### src/rtl/csense_adc_responder.sv
// csense_adc_responder: device-side model of the two current-sense SPI ADCs on the csense port.
// Each frame serves a stale-tagged conversion word and captures the master's leading command bits.
module csense_adc_responder #(
    parameter int SYNC_STAGES = 2,
    parameter int DATA_BITS   = 24,
    parameter int CMD_BITS    = 8
) (
    input  logic                 clk50_clk,
    input  logic                 rst_reset_n,
    input  logic [1:0]           csense_cs_n_i,
    input  logic                 csense_sck_i,
    input  logic                 csense_sdi_i,
    output logic                 csense_sdo_o,
    input  logic                 load_valid_i,
    input  logic                 load_dev_i,
    input  logic [DATA_BITS-1:0] load_data_i,
    output logic                 cmd_valid_o,
    output logic                 cmd_dev_o,
    output logic [CMD_BITS-1:0]  cmd_data_o,
    output logic                 frame_err_o
);

    localparam int         FRAME_BITS = DATA_BITS + 8;
    localparam int         PAD_BITS   = FRAME_BITS - DATA_BITS - 2;
    localparam logic [5:0] FRAME_CNT  = 6'(FRAME_BITS);
    localparam logic [5:0] CMD_CNT    = 6'(CMD_BITS);
    localparam logic [5:0] CNT_MAX    = 6'd63;

    typedef enum logic [2:0] {
        WAIT_IDLE,
        IDLE,
        SHIFT,
        DONE,
        ERR
    } state_t;

    state_t state;
    state_t state_next;

    logic [3:0]           sync_q [SYNC_STAGES];
    logic [3:0]           pins_s;
    logic [2:0]           prev_q;
    logic [1:0]           cs_s;
    logic [1:0]           cs_fall;
    logic [1:0]           cs_rise;
    logic                 sck_rise;
    logic                 sck_fall;
    logic                 sdi_s;
    logic                 other_fall;
    logic                 sel_rise;
    logic                 snap;
    logic                 snap_dev;

    logic [FRAME_BITS-1:0] tx_sr;
    logic [CMD_BITS-1:0]   rx_sr;
    logic [5:0]            bit_cnt;
    logic                  dev_q;
    logic [DATA_BITS-1:0]  hold [2];
    logic [1:0]            stale;

    // Synchronisers are left unreset so they keep tracking the pins during reset;
    // WAIT_IDLE then refuses to decode a frame that was already open.
    always_ff @(posedge clk50_clk) begin
        sync_q[0] <= {csense_sdi_i, csense_sck_i, csense_cs_n_i};
        for (int i = 1; i < SYNC_STAGES; i++) begin
            sync_q[i] <= sync_q[i-1];
        end
        prev_q <= pins_s[2:0];
    end

    assign pins_s     = sync_q[SYNC_STAGES-1];
    assign cs_s       = pins_s[1:0];
    assign sdi_s      = pins_s[3];
    assign cs_fall    = prev_q[1:0] & ~cs_s;
    assign cs_rise    = ~prev_q[1:0] & cs_s;
    assign sck_rise   = pins_s[2] & ~prev_q[2];
    assign sck_fall   = ~pins_s[2] & prev_q[2];
    assign other_fall = dev_q ? cs_fall[0] : cs_fall[1];
    assign sel_rise   = dev_q ? cs_rise[1] : cs_rise[0];
    assign snap_dev   = cs_fall[1];

    always_ff @(posedge clk50_clk) begin
        if (!rst_reset_n) begin
            state <= WAIT_IDLE;
        end else begin
            state <= state_next;
        end
    end

    always_comb begin
        state_next = state;
        snap       = 1'b0;
        case (state)
            WAIT_IDLE: begin
                if (&cs_s) begin
                    state_next = IDLE;
                end
            end
            IDLE: begin
                if (~|cs_s) begin
                    state_next = ERR;
                end else if (cs_fall[0] ^ cs_fall[1]) begin
                    state_next = SHIFT;
                    snap       = 1'b1;
                end
            end
            SHIFT: begin
                if (other_fall) begin
                    state_next = ERR;
                end else if (sel_rise) begin
                    state_next = DONE;
                end
            end
            DONE: begin
                state_next = IDLE;
            end
            ERR: begin
                if (&cs_s) begin
                    state_next = IDLE;
                end
            end
            default: begin
                state_next = WAIT_IDLE;
            end
        endcase
    end

    // A load in the snapshot cycle is written after the stale mark, so the new value stays fresh.
    always_ff @(posedge clk50_clk) begin
        if (!rst_reset_n) begin
            hold[0] <= '0;
            hold[1] <= '0;
            stale   <= 2'b11;
        end else begin
            if (snap) begin
                stale[snap_dev] <= 1'b1;
            end
            if (load_valid_i) begin
                hold[load_dev_i]  <= load_data_i;
                stale[load_dev_i] <= 1'b0;
            end
        end
    end

    // Shift registers fill with ones so sdo idles high once the LSB has gone out.
    always_ff @(posedge clk50_clk) begin
        if (!rst_reset_n) begin
            tx_sr   <= '1;
            rx_sr   <= '0;
            bit_cnt <= '0;
            dev_q   <= 1'b0;
        end else if (snap) begin
            tx_sr   <= {stale[snap_dev], snap_dev, {PAD_BITS{1'b0}}, hold[snap_dev]};
            rx_sr   <= '0;
            bit_cnt <= '0;
            dev_q   <= snap_dev;
        end else if (state == SHIFT) begin
            if (sck_rise) begin
                if (bit_cnt < CMD_CNT) begin
                    rx_sr <= {rx_sr[CMD_BITS-2:0], sdi_s};
                end
                if (bit_cnt != CNT_MAX) begin
                    bit_cnt <= bit_cnt + 6'd1;
                end
            end
            if (sck_fall) begin
                tx_sr <= {tx_sr[FRAME_BITS-2:0], 1'b1};
            end
        end
    end

    always_ff @(posedge clk50_clk) begin
        if (!rst_reset_n) begin
            cmd_valid_o <= 1'b0;
            frame_err_o <= 1'b0;
            cmd_dev_o   <= 1'b0;
            cmd_data_o  <= '0;
        end else begin
            cmd_valid_o <= 1'b0;
            frame_err_o <= 1'b0;
            if (state == DONE) begin
                if (bit_cnt == FRAME_CNT) begin
                    cmd_valid_o <= 1'b1;
                    cmd_data_o  <= rx_sr;
                    cmd_dev_o   <= dev_q;
                end else begin
                    frame_err_o <= 1'b1;
                end
            end
            if ((state == ERR) && (&cs_s)) begin
                frame_err_o <= 1'b1;
            end
        end
    end

    assign csense_sdo_o = (state == SHIFT) ? tx_sr[FRAME_BITS-1] : 1'b1;

endmodule

### config.mk
export PLATFORM = sky130hd
export DESIGN_NAME = csense_adc_responder
export DESIGN_NICKNAME = d
export VERILOG_FILES = /design/src/rtl/csense_adc_responder.sv
export SDC_FILE = /design/constraint.sdc
export NUM_CORES = 1
export LEC_CHECK = 0
export CAP_MARGIN = 20
export CORE_AREA = 2 2 85 127
export CTS_CLUSTER_SIZE = 8
export DETAILED_ROUTE_END_ITERATION = 6
export DIE_AREA = 0 0 87 129
export PLACE_DENSITY = 0.8
export SYNTH_ARGS = -nofsm -noshare
export SYNTH_HDL_FRONTEND = slang
export SYNTH_SLANG_ARGS = --single-unit
### constraint.sdc
create_clock -name clk50_clk -period 5.5 [get_ports clk50_clk]
set_input_delay 1.1 -clock clk50_clk [delete_from_list [all_inputs] [get_ports clk50_clk]]
set_output_delay 1.1 -clock clk50_clk [all_outputs]
set_load 0.02 [all_outputs]
==> flow_summary.json, run 1 <==
{
  "outcome": "finished clean",
  "finalCriticalPeriod_ns": 3.46,
  "p_leak_nw": 2.34,
  "critPathKind": "input port to register",
  "synth-async-reset-ratio_pct": 0,
  "ys_top_cells_by_count": "dfxtp_1 (74), and2_1 (49), edfxtp_1 (48)",
  "synth_top_area_cell": "dfxtp_1",
  "fp.coreArea_sq_um": 10100,
  "yosysMostFrequentCell": "dfxtp_1",
  "grt_overflow": 0,
  "max_stage_delay_ns": 0.95,
  "ys_ff_latch": 122,
  "synth_edf_count": 48,
  "yosys_warnings": 0,
  "setup_viol": 0,
  "hpwl_mm": 6.34,
  "syn_nets": 473,
  "required_ns": 5.60,
  "cts_resized": 0,
  "drive_gt1_share_pct": 11.2,
  "max_freq_mhz": 289,
  "fin_crit_sh_pct": 63.0,
  "synth.distinct_cells": 45,
  "first_global_vias": 3434,
  "avgRoutedWirePerCell_microns": 16.1,
  "grt_max_degree": 28,
  "ys_seq_area_share_pct": 59.4,
  "remaining_drc_errors": 0,
  "hold_viol_final": 0,
  "synth.avg_cell_area_sq_um": 11.2,
  "yosys-top-cells-area": "dfxtp_1 (30%), edfxtp_1 (29%), mux2i_1 (6.3%), and2_1 (6.2%), nor3_1 (4.2%)",
  "place.gp.congestion": 0.753,
  "grt_setup_unrepaired": "no",
  "cts_buffer_depth": 2,
  "grt_pass1_wl_mm": 16.2,
  "post_cts_buffers": 0,
  "insertion_delay_ns": 0.41,
  "crit_chain": "clkdlybuf4s50_1, and3_1, nand2b_1, buf_6",
  "cts-root-buf": "clkbuf_16",
  "drv_slew": 0,
  "place_inst": 577,
  "synthFlopType": "dfxtp_1",
  "diodes": 0,
  "pre_cts_ws_ns": 1.27,
  "holdBufCountCts": 0,
  "htreeDepth": 4,
  "hold_ws_ns": 0.326,
  "die_h_microns": 129,
  "antenna_found_initial": 0,
  "clkSinkCount": 122,
  "start_kind": "input port",
  "areaGrowthSynthToFinish_pct": 22.0,
  "cts_tree": "built",
  "yosys.area.top_type_share_pct": 30.1,
  "setup_slack_ns": 2.04,
  "vias": 3498,
  "slew_headroom_pct": 28.7,
  "numPortBuffers": 43,
  "die_w_microns": 87,
  "cp_num_buf_inv": 2,
  "tightest_slew_ns": 1.06,
  "rows": 45,
  "hp-class": "register to register",
  "postSynthCellCount": 439,
  "numCtsBuffers": 17,
  "finalNonFillerCells": 609,
  "path_delay_family": "simple AND/OR/NAND/NOR gates",
  "power_density_nw_per_um2": 355,
  "finalPower_mw": 2.13,
  "netlist_area_sq_um": 4920,
  "finalClockSkew_ns": 0.00838,
  "tns_ns": 0,
  "dieArea_sq_um": 11200,
  "fin_nets": 514,
  "cap_viol_max_count": 0,
  "viasPerCell": 5.74,
  "initial_core_util_pct": 48.8,
  "io_pins": 44,
  "cp_max_fo": 26,
  "drtIter0Drc": 173,
  "clkTransAtPathRegs_ns": 0.05,
  "worst_ep_arrival_time_ns": 3.57,
  "postRouteAntennaNets": 0,
  "grtUsageTotal_pct": 19.0,
  "drtPass1Iterations": 4,
  "finalWirelength_mm": 9.82,
  "ir_worst_vdd_mv": 0.255,
  "crit_path_top_delay_cell": "clkdlybuf4s50_1",
  "cp-end-kind": "register"
}
-- routing by layer --
layer | routed length, microns | part of all wire, % | GRT usage (%) | up-vias
met2 | 5320 | 54 | 33.8 | 92
met5 | 0 | 0 | 0 | -
li1 | - | - | - | 1680
met4 | 272 | 2.8 | 10.3 | 0
met1 | 3760 | 38 | 19.8 | 1701
met3 | 469 | 4.8 | 5.20 | 25
-- flip-flops by register name, summed over array words and instances (netlist names) --
name / cells
rx_sr: 8
tx_sr: 32
dev_q: 1
state: 3
hold: 48
stale: 2
cmd_valid_o: 1
prev_q: 3
sync_q: 8
bit_cnt: 6
cmd_dev_o: 1
frame_err_o: 1
cmd_data_o: 8
-- cell usage in the layout, fill, tap and decap left out, types with 6 or more instances in the layout --
cell type	n
dfxtp_1	74
and2_1	49
edfxtp_1	48
clkdlybuf4s50_1	43
nor3_1	41
mux2i_1	31
nor2_1	29
o21ai_0	28
o221a_2	18
clkbuf_16	17
inv_1	12
nand2_1	11
a21oi_1	11
clkbuf_1	8
nand2b_1	6
o221ai_1	6
-- worst paths after layout --
path                              startpoint      endpoint  slack [ns]  cells past startpoint
worst max-delay path             rst_reset_n   hold[1][11]        2.04                      4
worst max register to register      state[1]      tx_sr[7]        3.05                      4
worst min register to register  sync_q[0][1]  sync_q[0][5]        0.33                      0
worst min-delay path            sync_q[0][1]  sync_q[0][5]        0.33                      0
-- per-stage QoR --
| stage | area [sq um] | util (%) |
|---|---|---|
| after floorplan | 4920 | - |
| after global placement | 5420 | 53.8 |
| after detailed placement | 5450 | 54.1 |
| after CTS | 5990 | 59.5 |
| after global routing | 6010 | 59.6 |
| final | 6010 | 59.6 |
-- cell families after synthesis --
family | synth area share [%]
AND/OR/NAND/NOR | 17.6
AO/OA/AOI/OAI | 12.4
adder cells (fa/ha/maj) | 0.508
XOR/XNOR | 0.534
flip-flops | 59.4
multiplexers | 6.30
buffers and inverters | 3.23
-- layout make-up --
class,count,area (sq um)
Clock buffer,29,510
Clock inverter,2,35.0
Fill cell,791,4070
Inverter,12,45.0
Multi-Input combinational cell,278,1850
Sequential cell,122,2920
Tap cell,117,146
Timing Repair Buffer,49,499
-- worst register-to-register path, delay by kind of cell (launching register included) --
kind	cells	cell delay (ns)
and+or+nand+nor	2	1.10
DFF	1	0.43
AOI/OAI and AO/OA	2	0.85
-- report_power, final --
| part | internal, mW | leakage (nW) | switching (mW) |
|---|---|---|---|
| Clock | 0.665 | 0.266 | 0.348 |
| Combinational | 0.0507 | 0.998 | 0.0619 |
| Sequential | 0.986 | 1.08 | 0.0195 |
(Power assumes the default switching activity.)
==> run 2, diff against run 1 <==
--- a/config.mk
+++ b/config.mk
@@ -10,7 +10,7 @@
 export CTS_CLUSTER_SIZE = 8
 export DETAILED_ROUTE_END_ITERATION = 6
 export DIE_AREA = 0 0 87 129
-export PLACE_DENSITY = 0.8
+export PLACE_DENSITY = 0.83
 export SYNTH_ARGS = -nofsm -noshare
 export SYNTH_HDL_FRONTEND = slang
 export SYNTH_SLANG_ARGS = --single-unit
==> constraint.sdc (replaced) <==
create_clock -name clk50_clk -period 3 [get_ports clk50_clk]
set_input_delay 0.6 -clock clk50_clk [delete_from_list [all_inputs] [get_ports clk50_clk]]
set_output_delay 0.6 -clock clk50_clk [all_outputs]
set_load 0.02 [all_outputs]
==> run 2 against run 1 <==
Compared with the run above:
- worst hold slack improved by 0.0055 ns
- power increased by 78%
- clock skew about the same
- routed wire length decreased by 2.3%
- clock power increased by 74%
- worst setup slack got worse by 1.6 ns
- via count decreased by 1.5%
- flip-flop and latch count unchanged
- largest cell class unchanged
- highest routed layer unchanged
==> flow_summary.json, run 2 (synthesis gave the netlist of run 1 again) <==
{
  "outcome": "finished clean",
  "slew_headroom_pct": 35.5,
  "setup_viol": 0,
  "vias": 3444,
  "p_leak_nw": 2.34,
  "clkSinkCount": 122,
  "numCtsBuffers": 17,
  "cp_max_fo": 8,
  "insertion_delay_ns": 0.41,
  "drtIter0Drc": 177,
  "fp.coreArea_sq_um": 10100,
  "drive_gt1_share_pct": 12.1,
  "switching_share_pct": 21.0,
  "reg_top3": "hold (48), tx_sr (32)",
  "max_freq_mhz": 384,
  "tightest_slew_ns": 0.961,
  "place.gp.congestion": 0.762,
  "cp-end-kind": "output pin",
  "finalCriticalPeriod_ns": 2.60,
  "grt_pass1_wl_mm": 16.2,
  "dieArea_sq_um": 11200,
  "numPortBuffers": 43,
  "clkTransAtPathRegs_ns": 0.05,
  "tns_ns": 0,
  "areaGrowthSynthToFinish_pct": 21.5,
  "grt_max_degree": 28,
  "switching_power_mw": 0.797,
  "cts_resized": 0,
  "die_h_microns": 129,
  "start_kind": "register",
  "fin_crit_sh_pct": 86.8,
  "layout_commonest_cell": "dfxtp_1",
  "reg2reg_setup_slack_ns": 0.70,
  "finalWirelength_mm": 9.60,
  "crit_chain": "nor3b_1, nand2b_1, clkdlybuf4s50_1",
  "holdBufCountCts": 0,
  "cts_buffer_depth": 2,
  "htreeDepth": 4,
  "comb_power_share_pct": 5.4,
  "hpwl_mm": 6.30,
  "rows": 45,
  "drtPass1Iterations": 4,
  "worst_ep_arrival_time_ns": 2.00,
  "power_density_nw_per_um2": 636,
  "remaining_drc_errors": 0,
  "die_w_microns": 87,
  "finalClockSkew_ns": 0.00842,
  "final_cell_mix": "dfxtp_1 (74), and2_1 (49), edfxtp_1 (48)",
  "finalPower_mw": 3.80,
  "seqPwrFrac_pct": 48.5,
  "post_cts_buffers": 0,
  "top_register": "hold",
  "cts_tree": "built",
  "hp-class": "register to register",
  "grtUsageTotal_pct": 18.7,
  "avgRoutedWirePerCell_microns": 15.7,
  "critPathKind": "register to output pin",
  "fin_nets": 518,
  "viasPerCell": 5.62,
  "p_int_mw": 3.01,
  "io_pins": 44,
  "max_stage_delay_ns": 0.56,
  "diodes": 0,
  "cts-root-buf": "clkbuf_16",
  "ir_worst_vdd_mv": 0.434,
  "first_global_vias": 3595,
  "drv_slew": 0,
  "grt_setup_unrepaired": "no",
  "p_clk_share_pct": 46.2,
  "grt_overflow": 0,
  "hold_viol_final": 0,
  "largest_reg_flops": 48,
  "required_ns": 2.40,
  "cap_viol_max_count": 0,
  "antenna_found_initial": 0,
  "initial_core_util_pct": 48.8,
  "postRouteAntennaNets": 0,
  "crit_path_top_delay_cell": "clkdlybuf4s50_1"
}
-- run 2: metal layers --
layer,vias to the layer above,GRT usage (%),routed length [microns]
li1,1687,-,-
met1,1662,19.8,4020
met2,71,32.8,4970
met3,24,5.32,358
met4,0,10.1,242
met5,-,0,0
-- run 2: cell type report --
cell class / instances / area [sq um]
Fill cell: 815 / 4100
Sequential cell: 122 / 2920
Multi-Input combinational cell: 278 / 1850
Timing Repair Buffer: 53 / 505
Clock buffer: 27 / 493
Tap cell: 117 / 146
Inverter: 12 / 45.0
Clock inverter: 4 / 20.0
-- run 2: power groups by stage --
stage / combinational (mW) / clock, mW / sequential (mW)
final: 0.204 / 1.76 / 1.84
after global routing: 0.225 / 1.85 / 1.85
after CTS: 0.206 / 1.78 / 1.84
after detailed placement: 0.204 / 0 / 1.87
after global placement: 0.195 / 0 / 1.87
after floorplan: 0.122 / 0 / 1.86
-- run 2: critical path, delay by kind of cell, from the launching register on --
kind,cells,cell delay (ns)
buf+inv,1,0.56
flops,1,0.41
simple gates,2,0.62
-- run 2: path summary, 6_finish.rpt --
| check | start | endpoint | depth (start not counted) |
|---|---|---|---|
| worst max-delay path | state[1] | csense_sdo_o | 3 |
| worst min-delay path | sync_q[0][1] | sync_q[0][5] | 0 |
| worst max register to register | state[1] | tx_sr[9] | 4 |
| worst min register to register | sync_q[0][1] | sync_q[0][5] | 0 |
-- run 2: per-stage QoR --
step	cell area (sq um)	instances	utilization (%)	worst slack (ns)	hold WS, ns
floorplan	4920	439	-	0.480	0.310
global placement	5470	582	54.2	0.764	0.318
detailed placement	5470	582	54.2	0.703	0.313
CTS	5980	613	59.3	0.370	0.330
global route	5980	613	59.3	0.233	0.337
finish	5980	613	59.3	0.396	0.331
==> run 3, diff against run 2 <==
--- a/config.mk
+++ b/config.mk
@@ -5,12 +5,11 @@
 export SDC_FILE = /design/constraint.sdc
 export NUM_CORES = 1
 export LEC_CHECK = 0
-export CAP_MARGIN = 20
 export CORE_AREA = 2 2 85 127
 export CTS_CLUSTER_SIZE = 8
 export DETAILED_ROUTE_END_ITERATION = 6
 export DIE_AREA = 0 0 87 129
-export PLACE_DENSITY = 0.83
+export PLACE_DENSITY = 0.68
 export SYNTH_ARGS = -nofsm -noshare
 export SYNTH_HDL_FRONTEND = slang
 export SYNTH_SLANG_ARGS = --single-unit
==> run 3 against run 2 <==
Compared with the run above:
- critical path depth unchanged
- largest power group is now clock
- power increased by 6.2%
- critical endpoint unchanged
- sequential power about the same
==> flow_summary.json, run 3 (synthesis gave the netlist of run 1 again) <==
{
  "viasPerCell": 5.54,
  "final_cell_mix": "dfxtp_1 (74), and2_1 (49), edfxtp_1 (48)",
  "first_global_vias": 3467,
  "top_register": "hold",
  "post_cts_buffers": 0,
  "place.gp.congestion": 0.824,
  "grt_pass1_wl_mm": 16.0,
  "required_ns": 2.40,
  "areaGrowthSynthToFinish_pct": 23.0,
  "remaining_drc_errors": 0,
  "clkSinkCount": 122,
  "grtUsageTotal_pct": 18.7,
  "die_w_microns": 87,
  "initial_core_util_pct": 48.8,
  "hold_viol_final": 0,
  "pre_cts_ws_ns": 0.699,
  "rr_startpoint": "state[1]",
  "placed_cell_area_sq_um": 5470,
  "numCtsBuffers": 17,
  "finalPower_mw": 4.04,
  "io_pins": 44,
  "largest_reg_flops": 48,
  "cp-end-kind": "output pin",
  "tns_ns": 0,
  "vias": 3409,
  "max_freq_mhz": 374,
  "cts-root-buf": "clkbuf_16",
  "ir_worst_vdd_mv": 0.380,
  "setup_slack_ns": 0.330,
  "antenna_found_initial": 0,
  "final_util_pct": 60.0,
  "numPortBuffers": 43,
  "hpwl_mm": 6.13,
  "p_leak_nw": 2.38,
  "grt_max_degree": 28,
  "hold_ws_ns": 0.323,
  "fin_area_sq_um": 6050,
  "reg_top3": "hold (48), tx_sr (32)",
  "htreeDepth": 4,
  "cts_buffer_depth": 2,
  "critical_path.startpoint": "state[1]",
  "finalWirelength_mm": 9.58,
  "setup_viol": 0,
  "avgRoutedWirePerCell_microns": 15.6,
  "cts_resized": 0,
  "holdBufCountCts": 0,
  "finalCriticalPeriod_ns": 2.67,
  "fin_crit_sh_pct": 89.0,
  "diodes": 0,
  "power_density_nw_per_um2": 668,
  "rows": 45,
  "fp.coreArea_sq_um": 10100,
  "worst_ep_arrival_time_ns": 2.07,
  "tightest_slew_ns": 1.06,
  "layout_commonest_cell": "dfxtp_1",
  "drive_gt1_share_pct": 12.9,
  "cts_tree": "built",
  "grt_overflow": 0,
  "cp_max_fo": 8,
  "drv_slew": 0,
  "drtPass1Iterations": 4,
  "postRouteAntennaNets": 0,
  "finalClockSkew_ns": 0.00561,
  "finalNonFillerCells": 615,
  "dieArea_sq_um": 11200,
  "start_kind": "register",
  "hold_start": "sync_q[0][1]",
  "drtIter0Drc": 235,
  "outcome": "finished clean",
  "cap_viol_max_count": 0,
  "clkTransAtPathRegs_ns": 0.05,
  "grt_setup_unrepaired": "no",
  "slew_headroom_pct": 29.0,
  "critPathKind": "register to output pin",
  "die_h_microns": 129,
  "insertion_delay_ns": 0.41,
  "fin_nets": 519,
  "hp-class": "register to register",
  "place_inst": 583
}
[run 3: area by class of cell]
type / instances / area [sq um]
Fill cell: 820 / 4030
Clock buffer: 22 / 454
Clock inverter: 10 / 124
Timing Repair Buffer: 54 / 513
Sequential cell: 122 / 2920
Tap cell: 117 / 146
Multi-Input combinational cell: 278 / 1850
Inverter: 12 / 45.0
[run 3: routing by layer]
metal  track usage (%)  share of wire [%]  up-vias
li1                  -                  -     1696
met1              20.6                 41     1622
met2              32.8                 54       76
met3              5.07                3.5       15
met4              9.10                1.8        0
met5                 0                  0        -
[run 3: path summary, 6_finish.rpt]
kind / endpoint / slack, ns / cells after the start
worst max-delay path: csense_sdo_o / 0.33 / 3
worst min-delay path: sync_q[0][5] / 0.32 / 0
worst min register to register: sync_q[0][5] / 0.32 / 0
worst max register to register: tx_sr[5] / 0.62 / 4
[run 3: power breakdown]
| group | switching (mW) | internal, mW |
|---|---|---|
| clock network | 0.679 | 1.31 |
| registers | 0.0348 | 1.81 |
| logic | 0.114 | 0.0920 |
[run 3: worst max-delay path, stage by stage (launching register included)]
cell	delay, ns
dfxtp_1	0.43
nor3b_1	0.55
nand2b_1	0.13
clkdlybuf4s50_1	0.56
